File: src/rtl/serial_sub.sv
// Bit-serial W-bit subtractor d = a - b, LSB-first, one bit per clock, with start/busy/done handshake.
// Define SERIAL_SUB_SAT_EN to clamp the difference to zero whenever the final borrow is set.
module serial_sub #(
    parameter int W = 8
) (
    input  logic         clk,
    input  logic         rst,
    input  logic         start,
    input  logic [W-1:0] a,
    input  logic [W-1:0] b,
    output logic [W-1:0] d,
    output logic         bo,
    output logic         busy,
    output logic         done
);

    localparam int CW = (W > 1) ? $clog2(W) : 1;

    typedef enum logic [1:0] {
        IDLE = 2'd0,
        RUN  = 2'd1,
        DONE = 2'd2
    } state_t;

    state_t        state, state_nx;
    logic [W-1:0]  sa, sb, res, res_nx;
    logic [CW-1:0] cnt;
    logic          br, br_nx, r, last;

    function automatic logic diff_bit(input logic x, input logic y, input logic bi);
        return x ^ y ^ bi;
    endfunction

    function automatic logic borrow_out(input logic x, input logic y, input logic bi);
        return (~x & y) | (~(x ^ y) & bi);
    endfunction

    function automatic logic [W-1:0] final_result(input logic [W-1:0] v, input logic borrow);
`ifdef SERIAL_SUB_SAT_EN
        return borrow ? '0 : v;
`else
        return v;
`endif
    endfunction

    always_comb begin
        r      = diff_bit(sa[0], sb[0], br);
        br_nx  = borrow_out(sa[0], sb[0], br);
        res_nx = {r, res[W-1:1]};
        last   = (cnt == CW'(W - 1));
    end

    always_ff @(posedge clk) begin
        if (rst) state <= IDLE;
        else     state <= state_nx;
    end

    always_comb begin
        state_nx = state;
        busy     = 1'b0;
        done     = 1'b0;
        unique case (state)
            IDLE: if (start) state_nx = RUN;
            RUN: begin
                busy = 1'b1;
                if (last) state_nx = DONE;
            end
            DONE: begin
                busy     = 1'b1;
                done     = 1'b1;
                state_nx = IDLE;
            end
            default: state_nx = IDLE;
        endcase
    end

    always_ff @(posedge clk) begin
        if (rst) begin
            sa  <= '0;
            sb  <= '0;
            res <= '0;
            cnt <= '0;
            br  <= 1'b0;
            d   <= '0;
            bo  <= 1'b0;
        end else begin
            unique case (state)
                IDLE: if (start) begin
                    sa  <= a;
                    sb  <= b;
                    res <= '0;
                    cnt <= '0;
                    br  <= 1'b0;
                end
                RUN: begin
                    sa  <= sa >> 1;
                    sb  <= sb >> 1;
                    res <= res_nx;
                    br  <= br_nx;
                    cnt <= cnt + CW'(1);
                    // res_nx already holds all W difference bits on the last step
                    if (last) begin
                        d  <= final_result(res_nx, br_nx);
                        bo <= br_nx;
                    end
                end
                default: ;
            endcase
        end
    end

endmodule

File: config.mk
export PLATFORM = sky130hd
export DESIGN_NAME = serial_sub
export DESIGN_NICKNAME = d
export VERILOG_FILES = /design/src/rtl/serial_sub.sv
export SDC_FILE = /design/constraint.sdc
export NUM_CORES = 1
export LEC_CHECK = 0
export BUFFER_PORTS_ARGS = -buffer_cell sky130_fd_sc_hd__buf_2
export CAP_MARGIN = 20
export CORE_UTILIZATION = 54
export DETAILED_ROUTE_END_ITERATION = 7
export PLACE_DENSITY = 0.77
export SLEW_MARGIN = 10
export SYNTH_ARGS = -nofsm -noshare
export SYNTH_HDL_FRONTEND = slang
export SYNTH_SLANG_ARGS = --single-unit
export TNS_END_PERCENT = 1
File: constraint.sdc
create_clock -name clk -period 2 [get_ports clk]
set_input_delay 0.4 -clock clk [delete_from_list [all_inputs] [get_ports clk]]
set_output_delay 0.4 -clock clk [all_outputs]
set_load 0.02 [all_outputs]
## After elaboration in Yosys (flattened, before gate mapping)

Cells that the tools add are included.

- Flip-flop bits (word level): 39
- Bits in latches: 0
- Bits in writable memories: 0
- Bits in read-only memories: 0
- Input bits: 19
- Output and inout bits: 11
- Word-level logic and storage cells: 42
- Memories: 0

- Add/sub/neg operators: 1
- $mul: 0
- Div/mod/pow operators: 0
- Order comparisons: 0
- Eq/ne operators: 5
- Shift operators: 0
- Mux-type cells: 15
- Bitwise gates (word level): 7
- Reduce and logical (&&, ||, !) cells: 6

Operators with widths:

| kind | count |
|---|---|
| $pmux 8 s2 | 3 |
| $mux 8 | 3 |
| $pmux 3 s2 | 1 |
| $reduce_and 2->1 | 3 |
| $mux 2 | 2 |
| $ne 2x2->1 const B | 2 |
| $pmux 2 s2 | 1 |
| $add 3x1->3 const B | 1 |
| $eq 3x3->1 const B | 1 |
| $mux 1 | 3 |
| $mux 3 | 1 |
| $and 1x1->1 | 2 |
| $eq 2x1->1 const B | 1 |
| $eq 2x2->1 const B | 1 |
| $logic_not 2->1 | 1 |
| $not 1->1 | 2 |
| $pmux 1 s2 | 1 |
| $reduce_bool 2->1 | 1 |
| $reduce_or 2->1 | 1 |
| $xor 1x1->1 | 2 |
| $or 1x1->1 | 1 |

## Longest topological paths before layout

Gate-level depths: netlist (run 1).

- Word-level depth: 5
- Depth in mapped cells: 7
- Gate-level depth less buffers: 5

## Least setup slack after synthesis (run 1)

No wires, ideal clock.

- Path kind: flip-flop to flip-flop
- Start point: register state[1]
- End point: register sa[0]
- Library setup time: 0.142 ns
- Arrival: 1.263 ns
- Required time: 1.858 ns
- Setup slack: 0.595 ns
- Stages on the path, launching flop included: 8
- Path buffers: 2
- Clock period less this slack: 1.405 ns
- Path through: dfxtp_1 > inv_1 > ha_1 > buf_6 > mux2_4 > buf_12 > nor2_2 > a211oi_2

- Cells in the longest elaborated chain, start to end: 3
- Elaborated cells between the ends (all ways): 6
- Those cells by class: eq/ne (2); mux (1); reduce/logical (3)

Ends and longest elaborated chain:

| what | RTL line | RTL |
|---|---|---|
| from (decl) | 25 | `state_t state, state_nx;` |
| from (signal assigned) | 55 | `else state <= state_nx;` |
| $eq 2x1->1 / $logic_not 2->1 (equally long branches) | 87 | `unique case (state)` |
| $reduce_bool 2->1 (no line) / $ne 2x2->1 (equally long branches) | - |  |
| $reduce_and 2->1 (no line) | - |  |
| to (signal assigned) | 96 | `sa <= sa >> 1;` |
| to (decl) | 26 | `logic [W-1:0] sa, sb, res, res_nx;` |

Parallel ways exist; a longest one is shown, timed or not.
A chain may end at the register's enable or synchronous reset.

## Final worst setup path (run 1)

- Start point: register state[1]
- End point: register sb[2]

- Cells in the longest elaborated chain, start to end: 3
- Elaborated cells between the ends (all ways): 6
- Those cells by class: eq/ne (2); mux (1); reduce/logical (3)

Ends and longest elaborated chain:

| what | RTL line | RTL |
|---|---|---|
| $eq 2x1->1 / $logic_not 2->1 (equally long branches) | 87 |  |
| $reduce_bool 2->1 (no line) / $ne 2x2->1 (equally long branches) | - |  |
| $reduce_and 2->1 (no line) | - |  |
| to (signal assigned) | 97 | `sb <= sb >> 1;` |
| to (decl) | 26 |  |

Parallel ways exist; a longest one is shown, timed or not.

==> results of run 1 <==
==> worst max-delay path by stage <==
stage,startpoint,end,slack [ns]
finish,state[1]$_SDFFE_PP0P_,sb[2]$_SDFFE_PP0P_,0.30
global placement,state[1]$_SDFFE_PP0P_,sb[0]$_SDFFE_PP0P_,0.43
CTS,state[1]$_SDFFE_PP0P_,sb[2]$_SDFFE_PP0P_,0.27
floorplan,state[1]$_SDFFE_PP0P_,sa[0]$_SDFFE_PP0P_,0.60
detailed placement,state[1]$_SDFFE_PP0P_,sb[2]$_SDFFE_PP0P_,0.30
global route,state[1]$_SDFFE_PP0P_,sa[7]$_SDFFE_PP0P_,0.12
==> power by group <==
group / total, µW / leakage (µW) / internal, µW / switching [µW]
combinational: 282 / 0.000419 / 122 / 161
sequential: 828 / 0.000310 / 799 / 29.0
clock: 411 / 0.0000353 / 170 / 241
total: 1520 / 0.000764 / 1090 / 430
==> synth_stat cells (all sizes together) <==
master	count
and2	1
nor2b	1
nand2b	2
fa	1
a211oi	16
inv	5
ha	5
a21oi	14
a32oi	9
o211ai	1
dfxtp	38
mux2i	15
nor3	1
nand2	23
mux2	2
nand3b	4
buf	9
nor2	24
clkbuf	5
a31oi	1
==> area by class of cell <==
cell class / instances / area, µm² / area share, %
multi-input combinational: 120 / 883 / 44.9
sequential: 38 / 761 / 38.7
timing repair buffer: 33 / 188 / 9.55
clock buffer: 7 / 55.1 / 2.80
tap: 44 / 55.1 / 2.80
inverter: 5 / 18.8 / 0.955
clock inverter: 1 / 5.00 / 0.255
==> stage by stage <==
| step | std cells | util (%) |
|---|---|---|
| after detailed placement | 240 | 61.9 |
| after floorplan | 177 | - |
| after global routing | 248 | 63.9 |
| after global placement | 240 | 61.9 |
| final | 248 | 63.9 |
| after CTS | 248 | 63.9 |
==> cells by family after synthesis <==
logic type	Yosys count	synth area share, %
AOI/OAI and AO/OA	41	19.9
muxes	17	9.95
DFF	38	42.9
adders and majority gates	6	4.66
and+or+nand+nor	56	15.3
buffers and inverters	19	7.27
==> critical path: stages (launching register included) <==
cell,delay [ns]
dfxtp_1,0.34
inv_1,0.08
ha_1,0.38
mux2_4,0.53
nor2_2,0.06
a211oi_2,0.22
==> routing by layer <==
metal	share of wire (%)	vias to the layer above	routed length (µm)	global-route usage (%)
met4	1.3	0	40	8.50
met5	0	-	0	0
met1	44	644	1410	22.5
li1	-	673	-	-
met2	50	27	1600	34.8
met3	3.8	4	122	5.90
==> sequential cells by signal (all words and copies together) (netlist names) <==
name / flops
bo: 1
br: 1
cnt: 3
d: 8
res: 7
sa: 8
sb: 8
state: 2
==> flow_metrics.env, run 1 <==
export IMPL_hold_depth=3
export IMPL_antenna_left=0
export IMPL_cts_setup_buffers=0
export IMPL_grt_use_total_pct=20.0
export IMPL_hold_buffers=0
export IMPL_hpwl_mm=2.24
export IMPL_clock_sinks=38
export IMPL_yosysWarningCount=0
export IMPL_hold_path_class="input port to flop"
export IMPL_grt_pass1_wl_mm=5.18
export IMPL_placed_area_mm2=0.00191
export IMPL_drt_wl_total_mm=3.17
export IMPL_synth_seq_cells=38
export IMPL_setup_slack_ns=0.298
export IMPL_finalSetupViolations=0
export IMPL_hold_slack_ns=0.318
export IMPL_r2r_end="sb[2]$_SDFFE_PP0P_"
export IMPL_drive_gt1_share_pct=34.3
export IMPL_clkLatencyLatePin_ns=0.34
export IMPL_grt_pass1_vias=1200
export IMPL_viasPerCell=5.44
export IMPL_clock_root_buffer="clkbuf_4"
export IMPL_antenna_found_initial=0
export IMPL_ff2ff_path_depth=5
export IMPL_clk_pin_slew_worst_paths_ns=0.11
export IMPL_netlist_area_mm2=0.00177
export IMPL_avgSynthCellArea_um2=10.0
export IMPL_final_common_cell="dfxtp_1"
export IMPL_io_pins=30
export IMPL_hold_path_end="sb[7]$_SDFFE_PP0P_"
export IMPL_cts_buffer_depth=2
export IMPL_placementRows=20
export IMPL_crit_arrival_ns=1.97
export IMPL_yosysSeqAreaShare_pct=42.9
export IMPL_report_final_slew_viol_count=0
export IMPL_layout_common_cells="dfxtp_1 (38), buf_2 (29), nand2_1 (23)"
export IMPL_critPathKind="flop to flop"
export IMPL_coreArea_mm2=0.00308
export IMPL_rsz0062_at_grt="false"
export IMPL_synth_area_leaders="dfxtp_1 (43%), a211oi_2 (9.9%), mux2i_1 (8.5%), nor2_2 (4.9%), nand2_1 (4.9%)"
export IMPL_r2r_setup_slack_ns=0.30
export IMPL_nFillCells=282
export IMPL_final_area_mm2=0.00197
export IMPL_synth_cells=177
export IMPL_p_per_area_mw_per_mm2=774
export IMPL_tritoncts="yes"
export IMPL_wl_per_cell_um=12.8
export IMPL_drv_cap=0
export IMPL_max_freq_mhz=587
export IMPL_numCtsBuffers=5
export IMPL_portBuffers=29
export IMPL_r2r_start="state[1]$_SDFFE_PP0P_"
export IMPL_htree_levels=2
export IMPL_power_uw=1520
export IMPL_path_max_fanout=30
export IMPL_cp_start_kind="flop"
export IMPL_dr_total_vias=1348
export IMPL_max_slew_margin_pct=70.3
export IMPL_drt_pass1_iter_count=4
export IMPL_synth_cell_types=26
export IMPL_grt_overflow_total=0
export IMPL_max_vdd_ir_drop_mv=0.393
export IMPL_grt_start_max_net_pins=31
export IMPL_fin_crit_sh_pct=85.1
export IMPL_cp_required_ns=2.26
export IMPL_dieArea_mm2=0.00352
export IMPL_finalCriticalPeriod_ns=1.70
export IMPL_synth_top_area_cell="dfxtp_1"
export IMPL_outcome="complete, no violations"
export IMPL_die_w_um=59.3
export IMPL_drtIter0Drc=46
export IMPL_start_util_pct=57.6
export IMPL_end_kind="flop"
export IMPL_final_hold_viol_count=0
export IMPL_worst_pin_slew_ns=0.445
export IMPL_min_from="b[7]"
export IMPL_synth_top_cell_area_share_pct=42.9
export IMPL_synthesis_nets=202
export IMPL_place_ws_ns=0.304
export IMPL_place_congestion=0.726
export IMPL_fin_tns_setup_ns=0
export IMPL_finClkSkew_ns=0.0109
export IMPL_nNetsFinal=228
export IMPL_drcViolationCount=0
export IMPL_die_h_um=59.3
export IMPL_p_leak_uw=0.000764
export IMPL_cts_repair_resized=0
export IMPL_num_antenna_cells=0
export IMPL_area_delta_synth_final_pct=10.9
Note: power is estimated with default switching activity, not from simulation.
==> run 2: changes to the inputs <==
==> constraint.sdc (replaced) <==
create_clock -name clk -period 2 [get_ports clk]
set_input_delay 0.1 -clock clk [delete_from_list [all_inputs] [get_ports clk]]
set_output_delay 0.1 -clock clk [all_outputs]
set_load 0.02 [all_outputs]
==> flow_metrics.env, run 2 (synthesis results as in run 1) <==
export IMPL_report_final_slew_viol_count=0
export IMPL_cp_required_ns=2.27
export IMPL_layout_common_cells="dfxtp_1 (38), buf_2 (29), nand2_1 (23)"
export IMPL_numCtsBuffers=5
export IMPL_multi_input_area_um2=883
export IMPL_ff2ff_path_depth=5
export IMPL_start_util_pct=57.6
export IMPL_rsz0062_at_grt="false"
export IMPL_p_leak_uw=0.000758
export IMPL_max_slew_margin_pct=45.6
export IMPL_crit_arrival_ns=1.98
export IMPL_cts_buffer_depth=2
export IMPL_drcViolationCount=0
export IMPL_finalSetupViolations=0
export IMPL_hold_path_end="sa[7]$_SDFFE_PP0P_"
export IMPL_hpwl_mm=2.12
export IMPL_drive_gt1_share_pct=34.3
export IMPL_die_h_um=59.3
export IMPL_clock_sinks=38
export IMPL_worst_pin_slew_ns=0.816
export IMPL_setup_slack_ns=0.292
export IMPL_antenna_left=0
export IMPL_area_delta_synth_final_pct=10.5
export IMPL_wl_met1_mm=1.40
export IMPL_nFillCells=279
export IMPL_final_hold_viol_count=0
export IMPL_path_max_fanout=30
export IMPL_grt_start_max_net_pins=39
export IMPL_dp_cells=239
export IMPL_htree_levels=2
export IMPL_max_vdd_ir_drop_mv=0.488
export IMPL_cts_repair_resized=0
export IMPL_r2r_setup_slack_ns=0.29
export IMPL_antenna_found_initial=0
export IMPL_dr_total_vias=1308
export IMPL_place_congestion=0.737
export IMPL_io_pins=30
export IMPL_fin_crit_sh_pct=85.4
export IMPL_max_freq_mhz=585
export IMPL_die_w_um=59.3
export IMPL_drv_cap=0
export IMPL_portBuffers=29
export IMPL_hold_depth=3
export IMPL_wl_met2_mm=1.57
export IMPL_critPathKind="flop to flop"
export IMPL_p_per_area_mw_per_mm2=779
export IMPL_grt_use_total_pct=20.6
export IMPL_final_common_cell="dfxtp_1"
export IMPL_min_from="a[7]"
export IMPL_clock_root_buffer="clkbuf_4"
export IMPL_routed_top_layer="met4"
export IMPL_drt_pass1_iter_count=4
export IMPL_wl_per_cell_um=12.7
export IMPL_reg_top3="d: 8 flops, sa: 8 flops, sb: 8 flops"
export IMPL_final_cells=248
export IMPL_fin_tns_setup_ns=0
export IMPL_nNetsFinal=228
export IMPL_r2r_start="state[1]$_SDFFE_PP0P_"
export IMPL_placementRows=20
export IMPL_grt_pass1_wl_mm=5.33
export IMPL_hold_path_class="input port to flop"
export IMPL_cp_start_kind="flop"
export IMPL_finClkSkew_ns=0.0115
export IMPL_drtIter0Drc=43
export IMPL_outcome="complete, no violations"
export IMPL_end_kind="flop"
export IMPL_grt_overflow_total=0
export IMPL_place_ws_ns=0.299
export IMPL_num_antenna_cells=0
export IMPL_seq_area_um2=761
export IMPL_grt_pass1_vias=1244
export IMPL_finalCriticalPeriod_ns=1.71
export IMPL_route_met3_wl_um=110
export IMPL_r2r_end="sb[2]$_SDFFE_PP0P_"
export IMPL_clkLatencyLatePin_ns=0.35
export IMPL_coreArea_mm2=0.00308
export IMPL_hold_slack_ns=0.0173
export IMPL_dieArea_mm2=0.00352
export IMPL_drt_wl_total_mm=3.16
export IMPL_clk_pin_slew_worst_paths_ns=0.12
export IMPL_tritoncts="yes"
export IMPL_viasPerCell=5.27
export IMPL_worstSetupStartpoint="state[1]$_SDFFE_PP0P_"
==> run 2: changes by cell type in the layout (fill, tap and decap cells not counted) <==
cell | before | now
buf_12 | 1 | 0
clkbuf_1 | 1 | 0
clkinvlp_4 | 0 | 1
dlygate4sd3_1 | 0 | 1
==> run 2: cell type report <==
class | count | share of cell area (%)
tap | 44 | 2.81
inverter | 5 | 0.958
clock buffer | 6 | 2.62
sequential | 38 | 38.8
clock inverter | 2 | 0.639
timing repair buffer | 33 | 9.07
multi-input combinational | 120 | 45.1
==> run 2: metal layers <==
| layer | vias to the layer above | GRT usage (%) |
|---|---|---|
| met2 | 26 | 36.1 |
| li1 | 671 | - |
| met5 | - | 0 |
| met4 | 0 | 10.2 |
| met1 | 601 | 22.2 |
| met3 | 10 | 6.55 |
==> run 2: timing repair <==
item                      CTS  global route
hold buffers                1             0
hold endpoints to repair    1             0
setup buffers               0             0
==> run 2: per-stage QoR <==
stage	cell area, µm²	util (%)	power, µW
after floorplan	1770	-	1090
after global placement	1890	61.3	1110
after detailed placement	1890	61.3	1120
after CTS	1960	63.7	1540
after global routing	1960	63.7	1600
final	1960	63.7	1530
==> run 2: worst max-delay path by stage <==
stage,endpoint,slack [ns],cells past startpoint
floorplan,sa[0]$_SDFFE_PP0P_,0.60,7
global placement,sb[2]$_SDFFE_PP0P_,0.43,5
detailed placement,sb[2]$_SDFFE_PP0P_,0.30,5
CTS,sb[2]$_SDFFE_PP0P_,0.26,5
global route,sa[7]$_SDFFE_PP0P_,0.14,5
finish,sb[2]$_SDFFE_PP0P_,0.29,5
==> run 2: critical path, stage by stage, from the launching register on <==
cell and delay (ns):
dfxtp_1 0.34, inv_1 0.08, ha_1 0.40, mux2_4 0.54, nor2_2 0.06, a211oi_2 0.22
==> run 2: report_power, final <==
| part | internal (µW) | leakage, µW | switching (µW) |
|---|---|---|---|
| Combinational | 119 | 0.000414 | 160 |
| Clock | 169 | 0.0000343 | 250 |
| Sequential | 799 | 0.000310 | 29.2 |
